===== src/rtl/stump_seq_shifter.sv =====
// Sequential shifter: ASR/ROR/RRC/LSL/LSR applied one bit per clock over shift_amt steps.
// Define STUMP_SHIFT_BARREL_EN to compute the whole shift in the accepting cycle instead.
module stump_seq_shifter #(
  parameter int unsigned WIDTH = 16,
  parameter int unsigned AMT_W = 4
) (
  input  logic             clk,
  input  logic             rst_n,
  input  logic             start,
  input  logic [WIDTH-1:0] operand_a,
  input  logic             c_in,
  input  logic [2:0]       shift_op,
  input  logic [AMT_W-1:0] shift_amt,
  output logic             busy,
  output logic             done,
  output logic [WIDTH-1:0] shift_out,
  output logic             c_out
);

  localparam int unsigned MAX_AMT = (1 << AMT_W) - 1;

  localparam logic [2:0] OP_ASR = 3'b001;
  localparam logic [2:0] OP_ROR = 3'b010;
  localparam logic [2:0] OP_RRC = 3'b011;
  localparam logic [2:0] OP_LSL = 3'b100;
  localparam logic [2:0] OP_LSR = 3'b101;

  typedef enum logic [1:0] {
    S_IDLE  = 2'd0,
    S_SHIFT = 2'd1,
    S_DONE  = 2'd2
  } state_t;

  state_t           state, state_nxt;
  logic [WIDTH-1:0] acc_nxt;
  logic             carry_nxt;
  logic [AMT_W-1:0] cnt, cnt_nxt;
  logic [2:0]       op_q, op_nxt;
  logic             busy_nxt, done_nxt;
  logic             is_noop;

  // One single-bit step; result packed as {carry, value}.
  function automatic logic [WIDTH:0] step_f(input logic [2:0] op,
                                            input logic [WIDTH-1:0] a,
                                            input logic c);
    case (op)
      OP_ASR:  step_f = {a[0], a[WIDTH-1], a[WIDTH-1:1]};
      OP_ROR:  step_f = {a[0], a[0], a[WIDTH-1:1]};
      OP_RRC:  step_f = {a[0], c, a[WIDTH-1:1]};
      OP_LSL:  step_f = {a[WIDTH-1], a[WIDTH-2:0], 1'b0};
      OP_LSR:  step_f = {a[0], 1'b0, a[WIDTH-1:1]};
      default: step_f = {c, a};
    endcase
  endfunction

`ifdef STUMP_SHIFT_BARREL_EN
  // Unrolled iteration so amounts >= WIDTH match the sequential build exactly.
  function automatic logic [WIDTH:0] barrel_f(input logic [2:0] op,
                                              input logic [WIDTH-1:0] a,
                                              input logic c,
                                              input logic [AMT_W-1:0] amt);
    logic [WIDTH:0] r;
    r = {c, a};
    for (int unsigned i = 0; i < MAX_AMT; i++) begin
      if (i < 32'(amt)) r = step_f(op, r[WIDTH-1:0], r[WIDTH]);
    end
    barrel_f = r;
  endfunction
`endif

  assign is_noop = (shift_amt == '0) || (shift_op == 3'b000) || (shift_op[2:1] == 2'b11);

  // Next-state and datapath update.
  always_comb begin
    state_nxt = state;
    acc_nxt   = shift_out;
    carry_nxt = c_out;
    cnt_nxt   = cnt;
    op_nxt    = op_q;
    case (state)
      S_IDLE, S_DONE: begin
        if (start) begin
          op_nxt = shift_op;
          if (is_noop) begin
            acc_nxt   = operand_a;
            carry_nxt = c_in;
            state_nxt = S_DONE;
          end else begin
`ifdef STUMP_SHIFT_BARREL_EN
            {carry_nxt, acc_nxt} = barrel_f(shift_op, operand_a, c_in, shift_amt);
            state_nxt = S_DONE;
`else
            acc_nxt   = operand_a;
            carry_nxt = c_in;
            cnt_nxt   = shift_amt;
            state_nxt = S_SHIFT;
`endif
          end
        end else begin
          state_nxt = S_IDLE;
        end
      end
      S_SHIFT: begin
        {carry_nxt, acc_nxt} = step_f(op_q, shift_out, c_out);
        cnt_nxt = cnt - AMT_W'(1);
        if (cnt == AMT_W'(1)) state_nxt = S_DONE;
      end
      default: state_nxt = S_IDLE;
    endcase
    busy_nxt = (state_nxt == S_SHIFT);
    done_nxt = (state_nxt == S_DONE);
  end

  always_ff @(posedge clk or negedge rst_n) begin
    if (!rst_n) begin
      state     <= S_IDLE;
      shift_out <= '0;
      c_out     <= 1'b0;
      cnt       <= '0;
      op_q      <= '0;
      busy      <= 1'b0;
      done      <= 1'b0;
    end else begin
      state     <= state_nxt;
      shift_out <= acc_nxt;
      c_out     <= carry_nxt;
      cnt       <= cnt_nxt;
      op_q      <= op_nxt;
      busy      <= busy_nxt;
      done      <= done_nxt;
    end
  end

endmodule

===== config.mk =====
export PLATFORM = sky130hd
export DESIGN_NAME = stump_seq_shifter
export DESIGN_NICKNAME = d
export VERILOG_FILES = /design/src/rtl/stump_seq_shifter.sv
export SDC_FILE = /design/constraint.sdc
export NUM_CORES = 1
export LEC_CHECK = 0
export ABC_AREA = 1
export CAP_MARGIN = 20
export CORE_MARGIN = 5
export CORE_UTILIZATION = 32
export DETAILED_ROUTE_END_ITERATION = 8
export DONT_BUFFER_PORTS = 1
export PLACE_DENSITY = 0.55
export SETUP_SLACK_MARGIN = 0.3
export SLEW_MARGIN = 20
export SYNTH_ARGS = -nofsm -noshare
export SYNTH_HDL_FRONTEND = slang
export SYNTH_SLANG_ARGS = --single-unit

===== constraint.sdc =====
create_clock -name clk -period 3.4 [get_ports clk]
set_input_delay 0.68 -clock clk [delete_from_list [all_inputs] [get_ports clk]]
set_output_delay 0.68 -clock clk [all_outputs]
set_load 0.02 [all_outputs]

**Word level (Yosys, flattened, before mapping)**

Index checks and enable logic that the tools add are counted.

- Latch bits: 0
- Output and inout port bits: 19
- Register bits after elaboration: 28
- Word-level logic and storage cells: 48
- ROM bits: 0
- Bits in writable memories: 0
- Memories kept: 0
- Input port bits: 27

- Multipliers: 0
- Mux-type cells: 12
- Reduce and logical (&&, ||, !) cells: 11
- Magnitude comparators: 0
- Shift operators: 0
- Div/mod/pow operators: 0
- Eq/ne operators: 16
- Add/subtract/negate cells: 1
- Bitwise operators: 0

Operators by type and width:

| cell | count |
|---|---|
| $pmux W17 S5 | 1 |
| $pmux W16 S2 | 1 |
| $mux W16 | 1 |
| $mux W4 | 2 |
| $pmux W4 S2 | 1 |
| $eq A2 B2 Y1 const B | 3 |
| $eq A3 B2 Y1 const B | 2 |
| $eq A3 B3 Y1 const B | 2 |
| $mux W2 | 3 |
| $ne A2 B2 Y1 const B | 3 |
| $ne A6 B1 Y1 const B | 1 |
| $reduce_and A3 Y1 | 2 |
| $ne A5 B1 Y1 const B | 1 |
| $eq A2 B1 Y1 const B | 2 |
| $eq A4 B1 Y1 const B | 1 |
| $logic_not A4 Y1 | 1 |
| $pmux W2 S2 | 1 |
| $reduce_and A4 Y1 | 1 |
| $sub A4 B1 Y4 const B | 1 |
| $eq A3 B1 Y1 const B | 1 |
| $logic_not A3 Y1 | 1 |
| $logic_not A2 Y1 | 1 |
| $logic_or A1 B1 Y1 | 2 |
| $pmux W1 S2 | 1 |
| 4 further kinds | 4 |

**Longest topological paths before layout**

- Depth after elaboration: 7
- Mapped depth: 9
- Gate-level depth less buffers: 7

**Worst setup path after synthesis**

No wires, ideal clock.

- Kind: input port to flip-flop
- Start: input port start
- End: register cnt[0]
- Setup slack: 1.897 ns
- Setup time: 0.066 ns
- Stages on the path: 6
- Data arrival time: 1.437 ns
- Buffers on the path: 0
- Data required time: 3.334 ns
- Cell sequence: inv_1 -> nor2_2 -> nand3_1 -> nand2_1 -> nand2_1 -> nand2_1

- Word-level cells in the longest chain between the ends: 2

Ends and longest elaborated chain:

| element | line | source |
|---|---|---|
| start: declaration | 9 | `input logic start,` |
| $ne A2 B2 Y1 (no source line) | - |  |
| $reduce_and A3 Y1 (no source line) | - |  |
| end signal: assignment | 127 | `cnt <= cnt_nxt;` |
| end: declaration | 37 | `logic [AMT_W-1:0] cnt, cnt_nxt;` |

No other way between the ends.
A chain may end at the register's enable or synchronous reset.

**Worst setup path after layout**

- Start: register state[0]
- End: register shift_out[3]

- Word-level cells in the longest chain between the ends: 4
- Elaborated cells on any way between the ends: 9
- Those cells by class: eq/ne: 4; mux: 1; reduce/logical: 4

Ends and longest elaborated chain:

| element | line | source |
|---|---|---|
| start: declaration | 34 | `state_t state, state_nxt;` |
| start signal: assignment | 124 | `state <= state_nxt;` |
| $eq A2 B2 Y1 / $logic_not A2 Y1 (equally long branches) | 80 | `case (state)` |
| $reduce_or A2 Y1 | 80 |  |
| $ne A2 B2 Y1 (no source line) / $reduce_bool A2 Y1 (equally long branches) | - |  |
| $reduce_and A3 Y1 (no source line) | - |  |
| end signal: assignment | 125 | `shift_out <= acc_nxt;` |
| end: declaration | 16 | `output logic [WIDTH-1:0] shift_out,` |

Parallel ways exist; a longest one is shown, timed or not.

==> impl_results.md <==
* Maximum root-to-sink buffer count at 2
* Synth cell types at 20
* Starting Density at 0.325
* GR Util All Layers at 0.129
* Final cell count without fillers at 326
* Min-Delay Path Class: in -> async
* Synth Instances at 262
* Switching pwr at 1.04 mW
* Post-Syn Area per Cell at 6.74 µm²
* Fillers at 602
* Layout cells sized above 1 at 0.0512
* Place WS at 1.32 ns
* Placed insts at 323
* Clock network fraction of total power at 0.096
* CTS tree: built
* Final Hold Fails at 0
* Sw Ratio at 0.542
* GRT overflow at 0
* H-Tree Depth at 1
* Comb pwr share at 0.479
* Top_reg_cell synth: dfrtp_1
* Final slew viol count at 0
* Worst VDD drop at 0.352 mV
* WL final at 4.40 mm
* Setup CP Type: reg -> reg
* Final #Nets at 285
* I/O pin cnt at 46
* Top-count cell post-synth: nand2_1
* DIE WIDTH at 84.3 µm
* Post_cts resized at 0
* Post-route ant nets at 0
* Synthesized area at 1770 µm²
* Die height at 84.3 µm
* Fin crit period at 2.09 ns
* WP data required at 3.57 ns
* CTS clk-pin slew, worst paths at 0.10 ns
* Cell Pwr Density at 1040 nW/µm²
* Fin crit share at 0.614
* Worst setup SP type: register
* R2r setup slk at 1.31 ns
* Asr flop ratio synth at 1.00
* Yosys top cell by area: dfrtp_1
* Port Buf Inserts at 0
* # clock sinks at 28
* Core Util, Final at 0.337
* Pin count of the biggest net entering global routing at 32
* Number of synthesized flops with an enable pin at 0
* First-pass GRT wire length at 7.50 mm
* Register area at 701 µm²
* Fin worst setup slack at 1.31 ns
* Lkg Pwr at 1.01 nW
* Initial antenna violation count at 0
* Max_cap viols at 0
* DR vias at 1554
* Setup crit end kind: register
* DR vias/cell at 4.77
* Clock Tree Root: clkbuf_8
* Slew @ Worst Pin at 0.682 ns
* TritonCTS Buffers at 3
* Cts hold-fix bufs at 0
* DRC errors left at 0
* CP max FO at 31
* Post-synth net total at 291
* Status: complete, no violations
* Cell row count at 27
* Sequential area share after synthesis at 0.397
* FMAX at 479 MHz
* Commonest cells in the netlist: 113 x nand2_1, 58 x nand3_1, 28 x dfrtp_1
* Int Pwr at 0.876 mW
* Area grow syn2layout at 3.76%
* Skew-Pair Late Insertion Delay at 0.27 ns
* Vias in the first global route at 1554
* #FFs+latches synth at 28
* Core region area at 5440 µm²
* WL/cell at 13.5 µm
* Placer Congestion at 0.763
* Final setup fails at 0
* Multi-input combinational cell area at 888 µm²
* Seq pwr share at 0.425
* Postcts setup bufs at 0
* Final HPWL DP at 3.18 mm
* Die area at 7100 µm²
* TritonRoute pass-1 iters at 4
* Unrepaired setup endpoints after global routing: false
* Slew margin rel. at 0.545
* Synth top area share at 0.397
* DRT iter0 DRCs at 133
* Clk_skew at 0.00565 ns
* CP arrival at 2.26 ns
* Yosys warnings at 0
* Setup_tns at 0 ns
* Ant. Diodes at 0
* Largest cells by area after synthesis: dfrtp_1 40%, nand2_1 24%, nand3_1 16%, inv_1 5.1%, o21ai_0 2.6%
kinds of logic (layout without fill, tap and decap cells):
kind of cell | count (synthesis) | count (layout) | synth area share
xor+xnor | 1 | 1 | 0.00496
buf+inv | 39 | 31 | 0.0999
fa+ha+maj | 2 | 2 | 0.0142
compound gates | 10 | 10 | 0.0347
simple gates | 182 | 182 | 0.449
flops | 28 | 28 | 0.397
cell usage in the layout (no fill, tap or decap), types with 2 or more instances in the layout:
master and count:
nand4_1 2, inv_2 2, nand2_1 113, nor2_2 2, dfrtp_1 28, clkbuf_8 3
o21ai_0 9, nand3_1 58, inv_1 24, ha_1 2, nor2_1 4
cell type report:
type                            instances  share of cell area
Sequential cell                        28               0.383
Multi-Input combinational cell        195               0.485
Inverter                               27              0.0567
Timing Repair Buffer                    1             0.00410
Tap cell                               72              0.0492
Clock buffer                            3              0.0225
per-stage QoR:
stage	total power [mW]	instance area, µm²	hold slack, ns
floorplan	1.58	1770	0.384
global placement	1.74	1790	0.385
detailed placement	1.75	1790	0.385
CTS	1.94	1830	0.0769
global route	2.13	1830	0.0618
finish	1.91	1830	0.0845
power groups by stage:
stage	Clock (mW)	Combinational, mW	Sequential [mW]
after floorplan	0	0.845	0.740
after global placement	0	0.912	0.826
after detailed placement	0	0.919	0.827
after CTS	0.195	0.925	0.819
after global routing	0.207	1.08	0.842
final	0.184	0.916	0.813
worst max-delay path: stages (launching register included):
cell and delay, ns:
dfrtp_1 0.41, nand2_1 0.07, buf_4 0.29, inv_2 0.25
a21oi_4 0.53, nand2_4 0.24, nand2_1 0.12, nand2_1 0.05
registers in the layout, indices dropped and copies added (netlist names):
| register | flops |
|---|---|
| cnt | 4 |
| shift_out | 16 |
| busy | 1 |
| done | 1 |
| state | 2 |
| op_q | 3 |
| c_out | 1 |
metal layers:
metal / track usage / wire length [µm] / vias up
met5: 0 / 0 / -
met4: 0.0351 / 49 / 0
met3: 0.0314 / 260 / 5
met2: 0.220 / 2070 / 26
met1: 0.161 / 2010 / 709
li1: - / - / 814
path summary, 6_finish.rpt:
kind	startpoint	endpoint	cells past startpoint
setup / recovery	state[0]$_DFF_PN0_	shift_out[3]$_DFFE_PN0P_	7
hold / removal	rst_n	shift_out[15]$_DFFE_PN0P_	0
setup reg to reg	state[0]$_DFF_PN0_	shift_out[3]$_DFFE_PN0P_	7
hold reg to reg	cnt[3]$_DFFE_PN0P_	cnt[3]$_DFFE_PN0P_	2
max in group asynchronous	rst_n	shift_out[3]$_DFFE_PN0P_	0
min in group clk	shift_op[0]	op_q[0]$_DFFE_PN0P_	2
(Power assumes the default switching activity.)
